### src/rtl/mux_pkg.sv
// Shared types and width helpers for the scan_mux channel selector.
package mux_pkg;

    typedef enum logic [1:0] {
        IDLE   = 2'd0,
        MANUAL = 2'd1,
        SCAN   = 2'd2
    } state_t;

    function automatic int clog2(input int unsigned v);
        int r;
        r = 0;
        for (longint unsigned p = 1; p < v; p = p << 1) begin
            r++;
        end
        return r;
    endfunction

    // Index width: at least one bit, even when the count is 1 or 2.
    function automatic int sel_width(input int unsigned n);
        return (clog2(n) < 1) ? 1 : clog2(n);
    endfunction

endpackage

### src/rtl/dwell_counter.sv
// Modulo-DWELL cycle counter; tick flags the last cycle of each dwell period.
module dwell_counter
    import mux_pkg::*;
#(
    parameter int DWELL = 4
) (
    input  logic clk,
    input  logic rst,
    input  logic clr,
    input  logic en,
    output logic tick
);

    localparam int CW = sel_width(DWELL);
    localparam logic [CW-1:0] LAST = CW'(DWELL - 1);

    logic [CW-1:0] count;

    always_ff @(posedge clk) begin
        if (rst || clr) begin
            count <= '0;
        end else if (en) begin
            count <= (count == LAST) ? '0 : count + 1'b1;
        end
    end

    assign tick = (count == LAST);

endmodule

### src/rtl/scan_mux.sv
// N-channel, W-bit registered selector with manual selection and a dwell-timed auto-scan.
module scan_mux
    import mux_pkg::*;
#(
    parameter int N     = 8,
    parameter int W     = 1,
    parameter int DWELL = 4,
    localparam int SW   = sel_width(N)
) (
    input  logic           clk,
    input  logic           rst,
    input  logic [N*W-1:0] din,
    input  logic           en,
    input  logic           mode,
    input  logic [SW-1:0]  sel,
    output logic [W-1:0]   dout,
    output logic [SW-1:0]  ch,
    output logic           valid,
    output logic           wrap
);

    localparam logic [SW-1:0] LAST = SW'(N - 1);

    state_t        state, state_next, target;
    logic [W-1:0]  chans [N];
    logic [SW-1:0] csel;
    logic          clr, cnt_en, tick, step;

    // Out-of-range indices only exist when N is not a power of two.
    if (N == (1 << SW)) begin : g_pow2
        assign csel = sel;
    end else begin : g_clamp
        assign csel = (sel > LAST) ? LAST : sel;
    end

    always_comb begin
        for (int unsigned k = 0; k < N; k++) begin
            chans[k] = din[k*W +: W];
        end
    end

    // Any state entry (including leaving IDLE) restarts the dwell from zero.
    always_comb begin
        target     = mode ? SCAN : MANUAL;
        state_next = en ? target : state;
        clr        = en && (state != target);
        cnt_en     = en && (target == SCAN);
        step       = en && (state == SCAN) && (target == SCAN) && tick;
    end

    always_ff @(posedge clk) begin
        if (rst) begin
            state <= IDLE;
        end else begin
            state <= state_next;
        end
    end

    dwell_counter #(
        .DWELL (DWELL)
    ) u_dwell (
        .clk  (clk),
        .rst  (rst),
        .clr  (clr),
        .en   (cnt_en),
        .tick (tick)
    );

    always_ff @(posedge clk) begin
        if (rst) begin
            dout  <= '0;
            ch    <= '0;
            valid <= 1'b0;
            wrap  <= 1'b0;
        end else begin
            wrap <= 1'b0;
            if (en) begin
                valid <= 1'b1;
                if (target == MANUAL) begin
                    ch   <= csel;
                    dout <= chans[csel];
                end else begin
                    dout <= chans[ch];
                    if (step) begin
                        ch <= (ch == LAST) ? '0 : ch + 1'b1;
                    end
                    wrap <= step && (ch == LAST);
                end
            end
        end
    end

endmodule
### config.mk
export PLATFORM = sky130hd
export DESIGN_NAME = scan_mux
export DESIGN_NICKNAME = d
export VERILOG_FILES = /design/src/rtl/mux_pkg.sv /design/src/rtl/dwell_counter.sv /design/src/rtl/scan_mux.sv
export SDC_FILE = /design/constraint.sdc
export NUM_CORES = 1
export LEC_CHECK = 0
export ABC_CLOCK_PERIOD_IN_PS = 1650
export CAP_MARGIN = 20
export CORE_MARGIN = 2
export CORE_UTILIZATION = 42
export DETAILED_ROUTE_END_ITERATION = 7
export GPL_TIMING_DRIVEN = 0
export PLACE_DENSITY = 0.76
export SETUP_SLACK_MARGIN = 0.5
export SLEW_MARGIN = 10
export SYNTH_ARGS = -nofsm -noshare
export SYNTH_HDL_FRONTEND = slang
export SYNTH_SLANG_ARGS = --single-unit
### constraint.sdc
create_clock -name clk -period 1.65 [get_ports clk]
set_input_delay 0.33 -clock clk [delete_from_list [all_inputs] [get_ports clk]]
set_output_delay 0.33 -clock clk [all_outputs]
set_load 0.05 [all_outputs]
# After elaboration in Yosys (flattened, before gate mapping)
# Index checks and enable logic that the tools add are counted.
# Widths: inputs -> output; s select.
# totals
ram_bits	0
elab_cells	41
inputBits	15
ff_bits	10
romBits	0
n_memories	0
latchBits	0
# classes
div	0
n_mux	12
n_lt_le_gt_ge	2
mul	0
n_reduce_logical	10
n_eq_ne	6
n_addsub	2
bitwise	3
n_shift	0
# op_table
op	count
$mux 3	3
$ge 4x4->1 const B	2
$not 3->4	2
$bmux 1 s3	2
$eq 2x2->1 const B	3
$logic_and 1x1->1	6
$mux 1	5
$mux 2	2
$add 3x1->3 const B	1
$eq 3x3->1 const B	1
$reduce_or 3->1	1
$add 2x1->2 const B	1
$eq 2x1->1 const B	1
$ne 2x2->1	1
$reduce_and 2->1	1
$reduce_bool 2->1	1
$logic_or 1x1->1	1
$not 1->1	1

# Longest topological paths before layout
# Gate-level depths: netlist (run 1).
# logic_depth
depth_word	6
ltp_mapped	5
ltp_nobuf	5

# By module
# A second synthesis (run 1) with hierarchy kept.
# unflattened
cells_unflattened	68
area_unflattened_um2	620.6
# modules_own_cells
module	cells_each	area_per_inst_um2	instances	seq_area_each_um2
scan_mux	60	525.5	1	160.2
dwell_counter	8	95.1	1	40.0

# Worst setup path after synthesis (run 1)
# No wires, ideal clock.
# synth_timing
kind	flip-flop to flip-flop
start	register ch[0]
end	register dout
arrival_ns	1.540
path_buffers	0
setup_slack_ns	-0.024
setup_time_ns	0.134
stages_incl_launch_ff	4
path_cell_list	dfxtp_1 -> mux4_2 -> o211ai_2 -> a41oi_1
# synth_via
elab_chain_cells	5
# synth_lines
element	line_no	source
start, declared	scan_mux.sv:17	output logic [SW-1:0] ch,
start signal, assigned	scan_mux.sv:80	ch <= csel;
start signal, assigned	scan_mux.sv:85	ch <= (ch == LAST) ? '0 : ch + 1'b1;
$not 3->4 (not written as such)	scan_mux.sv:83	dout <= chans[ch];
$bmux 1 s3	scan_mux.sv:83	
$mux 1 (not written as such) (2 in series)	scan_mux.sv:83	
$mux 1	scan_mux.sv:79	if (target == MANUAL) begin
end signal, assigned	scan_mux.sv:81	dout <= chans[csel];
end signal, assigned	scan_mux.sv:83	
end, declared	scan_mux.sv:16	output logic [W-1:0] dout,
# Every way passes these cells. The select of a mux whose other input is x is not followed.
# A chain may end at the register's enable or synchronous reset.

# Final worst setup path (run 1)
# Ends and elaborated chain as after synthesis.

==> results by group, run 1 <==
Power and ir drop
  – NetSw: 195.0 uW
  – VDD IR max: 0.0003446 V
  – Pwr dens: around 730 mW/mm^2
  – Seq pwr share: 40.2%
  – Lkg Pwr: 0.3710 nW
  – Combinational share of power: around a quarter
  – Clock network fraction of total power: about a third
  – Switching share of total power: just under 30%
  – P_int: between 400 and 500 uW

Timing
  – Final slew viol count: 0
  – Min Tclk post-route: 1.300 ns
  – Max Clock Freq: 0.7691 GHz
  – RSZ-0062 raised after global routing: true
  – Post-route clock period utilization: approximately four fifths
  – Fin worst setup slack: approximately 0.35 ns
  – Slew headroom: between 70% and 80%
  – Final setup viols: 0
  – Clk_skew: around 0.0055 ns
  – Final Hold Fails: 0
  – Slew @ Worst Pin: around 0.45 ns

Place
  – Post-DP HPWL: between 1000 and 1500 um
  – Placed cell area: a little under 800 um^2
  – I/O Buffers: 17
  – Dpl ws: -0.1162 ns
  – RePlAce Congestion: approximately 0.76

Setup path
  – Worst path arrival time: 1.44 ns
  – CP Max Fanout: 4
  – Crit start category: register
  – Critical Path Sink Type: register
  – Required @ worst endpoint: ~1.8 ns
  – Reg-to-reg slack, setup: about 0.35 ns
  – Critical path class: register to register

Drt
  – Pre-antenna DRT Iters: 2
  – Antenna Nets Post-Route: 0
  – DRT iter0 DRCs: 8
  – Via density: between 5 and 6
  – Routed via count: between 500 and 600
  – Drt drc: 0
  – Total Routed Length: approximately 1500 um
  – WL/cell: 14.13 um

Logic synthesis
  – Sequential area share after synthesis: 33.97%
  – Syn. warnings: 0
  – Seq cells post-synth: 10
  – Cells after synthesis: 63
  – Synth cell types: 26
  – Syn nets: a little over 80
  – Syn Area/Cell: between 9 and 10 um^2
  – Post-Syn Area: just under 600 um^2

CTS
  – Clk buf depth: 2
  – Reg clk slew, reported paths: about 0.06 ns
  – CTS tree: built
  – Clock sink count: 10
  – H-Tree Depth: 1
  – Clk_lat worst skew: ~0.27 ns
  – Root buf cell: clkbuf_4
  – CTS buffer count: 3

Status
  – Outcome: completed

Finish
  – Diode count: 0
  – Fillers: 110
  – Fraction of layout cells with a size suffix above 1: 40.00%
  – Area Growth Syn to Fin: 55.41%
  – Design area: 915.9 um^2
  – Layout net count: about 110

Job
  – Max-cap violations: 0

Floorplan
  – Die Y: 41.46 um
  – Total die area: roughly 0.0017 mm^2
  – CORE AREA: 0.001301 mm^2
  – Cell Rows: 13
  – Initial Utilization: around 45%
  – Die W: between 40 and 50 um
  – I/O pins: 21

GRT
  – Initial antenna violation count: 0
  – Number of global-route vias before repair: 566
  – Gr usage total: a little under a fifth
  – First-pass GRT wire length: around 2400 um
  – Largest net degree at the start of global routing: 11
  – Global route overflow: 0

Hold path
  – Hold/Removal Path Class: input port to register
## timing repair
item,in CTS,in global routing
endpoints found under the setup margin,10,10
pin swaps,7,2
resized for setup,48,10
buffers inserted,6,0
hold buffers,0,0
## synthesized netlist by cell type (all sizes together)
cell type | number | area (um^2)
a31oi | 2 | 12.51
mux2i | 5 | 50.05
a21boi | 2 | 18.77
a41oi | 1 | 8.760
nand2b | 1 | 6.260
dfxtp | 10 | 200.2
nand2 | 3 | 11.26
inv | 1 | 3.750
nand3b | 2 | 15.01
a211oi | 3 | 22.52
mux2 | 1 | 11.26
and3b | 1 | 8.760
buf | 2 | 10.01
ha | 3 | 37.54
nor2b | 2 | 12.51
mux4 | 2 | 45.04
nor2 | 8 | 30.03
a21oi | 6 | 30.03
o21bai | 1 | 7.510
nor3b | 1 | 7.510
o211ai | 1 | 12.51
nor3 | 2 | 10.01
nand3 | 1 | 5.000
clkbuf | 1 | 3.750
nor4b | 1 | 8.760
## worst paths after layout
kind / cells after the start / endpoint / from
setup / recovery: 3 / dout$_SDFFE_PP0P_ / ch[0]$_SDFFE_PP0P_
hold / removal: 2 / dout$_SDFFE_PP0P_ / en
setup reg to reg: 3 / dout$_SDFFE_PP0P_ / ch[0]$_SDFFE_PP0P_
hold reg to reg: 2 / u_dwell.count[1]$_SDFFE_PP0P_ / u_dwell.count[1]$_SDFFE_PP0P_
## power groups by stage
stage | sequential, mW | clock (mW) | combinational [mW]
floorplan | 0.302 | 0 | 0.0660
global placement | 0.274 | 0 | 0.153
detailed placement | 0.275 | 0 | 0.157
CTS | 0.269 | 0.228 | 0.169
global route | 0.273 | 0.235 | 0.193
finish | 0.270 | 0.222 | 0.179
## logic make-up (layout without fill, tap and decap cells)
| group | Yosys count | after routing | share of synthesized area (%) |
|---|---|---|---|
| AOI/OAI and AO/OA | 16 | 16 | 19.11 |
| DFF | 10 | 10 | 33.97 |
| buffers and inverters | 4 | 31 | 2.971 |
| adders and majority gates | 3 | 3 | 6.370 |
| and+or+nand+nor | 22 | 22 | 19.53 |
| muxes | 8 | 8 | 18.05 |
## flip-flops by register name, indices dropped and copies added (netlist names)
name and cells:
ch 3, state 2, u_dwell.count 2, dout 1
valid 1, wrap 1
## stage by stage
step	TNS (ns)	util [%]	total power, mW	cells	hold slack [ns]
after floorplan	0	-	0.3684	63	0.4471
after global placement	-0.09773	60.48	0.4271	95	0.4588
after detailed placement	-0.1162	60.48	0.4316	95	0.4704
after CTS	0	67.60	0.6658	105	0.3968
after global routing	0	70.38	0.7014	105	0.4007
final	0	70.38	0.6715	105	0.3932
## per-layer routing
layer,vias up,wire [um],GRT usage [%]
li1,289,-,-
met5,-,0,0
met3,4,82,3.913
met4,0,25,9.677
met1,263,581,21.24
met2,17,794,31.87
## critical path, cell delays in order, from the launching register on
cell,delay [ns]
dfxtp_4,0.37
mux4_2,0.51
o211ai_2,0.17
a41oi_2,0.12
## cell usage in the layout, fill, tap and decap left out, drive strengths merged, types with 3 or more instances in the layout
| cell | n |
|---|---|
| buf | 14 |
| dfxtp | 10 |
| nor2 | 8 |
| a21oi | 6 |
| clkdlybuf4s50 | 6 |
| mux2i | 5 |
| dlygate4sd2 | 5 |
| clkbuf | 5 |
| nand2 | 3 |
| a211oi | 3 |
| ha | 3 |
## area by class of cell
class                      instances  area [um^2]  area share, %
clock buffer                       4        36.28          3.962
sequential                        10        211.5          23.09
multi-input combinational         49        417.9          45.63
tap                               15        18.77          2.049
buffer                             3        13.76          1.503
timing repair buffer              23        214.0          23.36
inverter                           1        3.754         0.4098
(Power assumes the default switching activity.)
==> inputs of run 2 (changes only) <==
Settings changed: ABC_CLOCK_PERIOD_IN_PS 1650 to 1350.
Clock period 1.65 ns to 1.35 ns, I/O delays scaled along.
==> run 2 against run 1 <==
Against the previous run:
- total power is 15% higher
- clock skew is 0.0073 ns higher
- count of clock-buffer cells in the layout is 1 lower
- sequential cell count stayed put
- utilization is 5.0 points higher
- critical path depth stayed put
- critical endpoint unchanged
- highest routed layer is now met3
==> results by group, run 2 (synthesized netlist as in run 1, its figures left out) <==
Timing
  – Max Clock Freq: 0.7529 GHz (-2.1%)
  – Clk_skew: 0.01274 ns (+0.007266 ns)
  – Post-route clock period utilization: 98.38% (+20 points)
  – Final setup viols: 0 (unchanged)
  – Final Hold Fails: 0 (unchanged)
  – Slew headroom: 67.01% (-3.2 points)
  – Slew @ Worst Pin: 0.4948 ns (+0.04845 ns)
  – Final slew viol count: 0 (unchanged)
  – RSZ-0062 raised after global routing: true
  – Min Tclk post-route: 1.328 ns (+0.02787 ns)

Finish
  – Diode count: 0 (unchanged)
  – Layout net count: 110 (+0.92%)
  – Util after Layout: 75.38% (+5.0 points)
  – Non-Filler Instances: 106 (+0.95%)
  – Fraction of layout cells with a size suffix above 1: 46.15% (+6.2 points)
  – Commonest non-fill, non-tap cell in the layout: clkdlybuf4s50_1
  – Multi-input gate area: 432.9 um^2 (+3.6%)
  – Most frequent cells in the layout: clkdlybuf4s50_1 (8), nor2_1 (7), buf_8 (6), buf_4 (6), dfxtp_2 (6)
  – FF+latch area: 219.0 um^2 (+3.6%)
  – Largest registers: ch: 3 flops, state: 2 flops, u_dwell.count: 2 flops
  – Design area: 980.9 um^2 (+7.1%)
  – Max reg flops: 3 (unchanged)
  – Area Growth Syn to Fin: 66.45%
  – Most flop-heavy register: ch
  – Fillers: 91 (-17%)

GRT
  – Gr usage total: 15.90% (-2.6 points)
  – Initial antenna violation count: 0 (unchanged)
  – Global route overflow: 0 (unchanged)
  – Largest net degree at the start of global routing: 11 (unchanged)
  – First-pass GRT wire length: 2173 um (-11%)
  – Number of global-route vias before repair: 527 (-6.9%)

Power and ir drop
  – VDD IR max: 0.0005384 V (+56%)
  – Total Power: 772.9 uW (+15%)
  – Pwr dens: 787.9 mW/mm^2 (+7.5%)
  – Lkg Pwr: 0.4036 nW (+8.8%)

Drt
  – Via density: 5.349 (-2.0%)
  – WL/cell: 13.48 um (-4.6%)
  – Antenna Nets Post-Route: 0 (unchanged)
  – Drt drc: 0 (unchanged)
  – Routed via count: 567 (-1.0%)
  – Total Routed Length: 1429 um (-3.7%)
  – Met2 WL post-DR: 748 um (-5.8%)
  – M1 WL: 624 um (+7.4%)
  – Pre-antenna DRT Iters: 2 (unchanged)
  – DRT iter0 DRCs: 4 (-4)
  – DR top layer: met3
  – Met3 routed WL: 55 um (-33%)

Floorplan
  – Initial Utilization: 45.29% (unchanged)
  – Die W: 41.46 um (unchanged)
  – I/O pins: 21 (unchanged)
  – Die Y: 41.46 um (unchanged)
  – CORE AREA: 0.001301 mm^2 (unchanged)
  – Cell Rows: 13 (unchanged)
  – Total die area: 0.001719 mm^2 (unchanged)

Setup path
  – Levels on crit path: 3 (unchanged)
  – Worst Path Buf+Inv: 0 (unchanged)
  – Required @ worst endpoint: 1.48 ns (-0.31 ns)
  – Delay-heaviest family, CP: multiplexers
  – Worst path arrival time: 1.46 ns (+0.02 ns)
  – CP Max Fanout: 6 (+2)
  – Highest cell delay on the worst timing path: 0.52 ns (about the same)
  – Crit start category: register
  – Slowest-stage cell, CP: mux4_2
  – Cell Chain, Critical Path: mux4_2 -> o211ai_2 -> a41oi_2
  – Worst reg-to-reg path cell count: 3 (unchanged)
  – Critical Path Sink Type: register
  – Critical path class: register to register

CTS
  – Clk_lat worst skew: 0.27 ns (about the same)
  – H-Tree Depth: 1 (unchanged)
  – Clock sink count: 10 (unchanged)
  – Root buf cell: clkbuf_4
  – # hold bufs at CTS: 0 (unchanged)
  – Reg clk slew, reported paths: 0.08 ns (+0.02 ns)
  – CTS tree: built
  – Clk buf depth: 2 (unchanged)
  – CTS buffer count: 3 (unchanged)

Status
  – Outcome: completed

Hold path
  – Worst Hold Path Cells: 3 (+1)
  – Hold/Removal Path Class: input port to register

Place
  – I/O Buffers: 17 (unchanged)
  – Post-DP HPWL: 989.9 um (-7.7%)
  – Placed cell area: 803.3 um^2 (+2.1%)
  – RePlAce Congestion: 0.7625 (+0.89%)
  – Dpl cells: 95 (unchanged)

Job
  – Max-cap violations: 0 (unchanged)
==> run 2: worst min-delay path, delay by kind of cell <==
| family | cells | cell delay, ns |
|---|---|---|
| AND/OR/NAND/NOR | 1 | 0.09 |
| AO/OA/AOI/OAI | 1 | 0.05 |
| buffers and inverters | 1 | 0.12 |
==> run 2: repair_timing <==
item                       4_1_cts  5_1_grt
setup buffers                    6        1
setup endpoints to repair       13       13
pin swaps                        2        5
gates resized for setup         52       15
==> run 2: layer usage <==
layer | track usage (%) | vias to the layer above
li1 | - | 295
met1 | 19.62 | 259
met2 | 25.94 | 13
met3 | 4.348 | 0
met4 | 6.452 | 0
met5 | 0 | -
==> run 2: worst paths after layout <==
| check | endpoint | startpoint | slack [ns] |
|---|---|---|---|
| worst min register to register | u_dwell.count[1]$_SDFFE_PP0P_ | u_dwell.count[1]$_SDFFE_PP0P_ | 0.49 |
| worst max-delay path | dout$_SDFFE_PP0P_ | ch[0]$_SDFFE_PP0P_ | 0.02 |
| worst min-delay path | u_dwell.count[1]$_SDFFE_PP0P_ | mode | 0.31 |
| worst max register to register | dout$_SDFFE_PP0P_ | ch[0]$_SDFFE_PP0P_ | 0.02 |
==> run 2: power by group <==
group	internal [mW]	switching, mW	total [mW]
sequential	0.311	0.0204	0.331
clock	0.107	0.105	0.212
combinational	0.120	0.109	0.230
==> run 2: final cells by class <==
| class | instances | share of cell area (%) |
|---|---|---|
| buffer | 3 | 2.423 |
| tap | 15 | 1.913 |
| multi-input combinational | 49 | 44.13 |
| clock buffer | 3 | 2.296 |
| clock inverter | 1 | 0.3827 |
| timing repair buffer | 24 | 26.15 |
| inverter | 1 | 0.3827 |
| sequential | 10 | 22.32 |
==> run 2: metrics by stage <==
step                      setup WS [ns]  setup TNS, ns  hold WS [ns]
after CTS                       0.05061              0        0.2941
after detailed placement        -0.3546        -0.7393        0.4532
after global routing           0.002295              0        0.3210
after floorplan              -0.0009746     -0.0009746        0.4413
final                           0.02184              0        0.3084
after global placement          -0.3365        -0.6783        0.4392
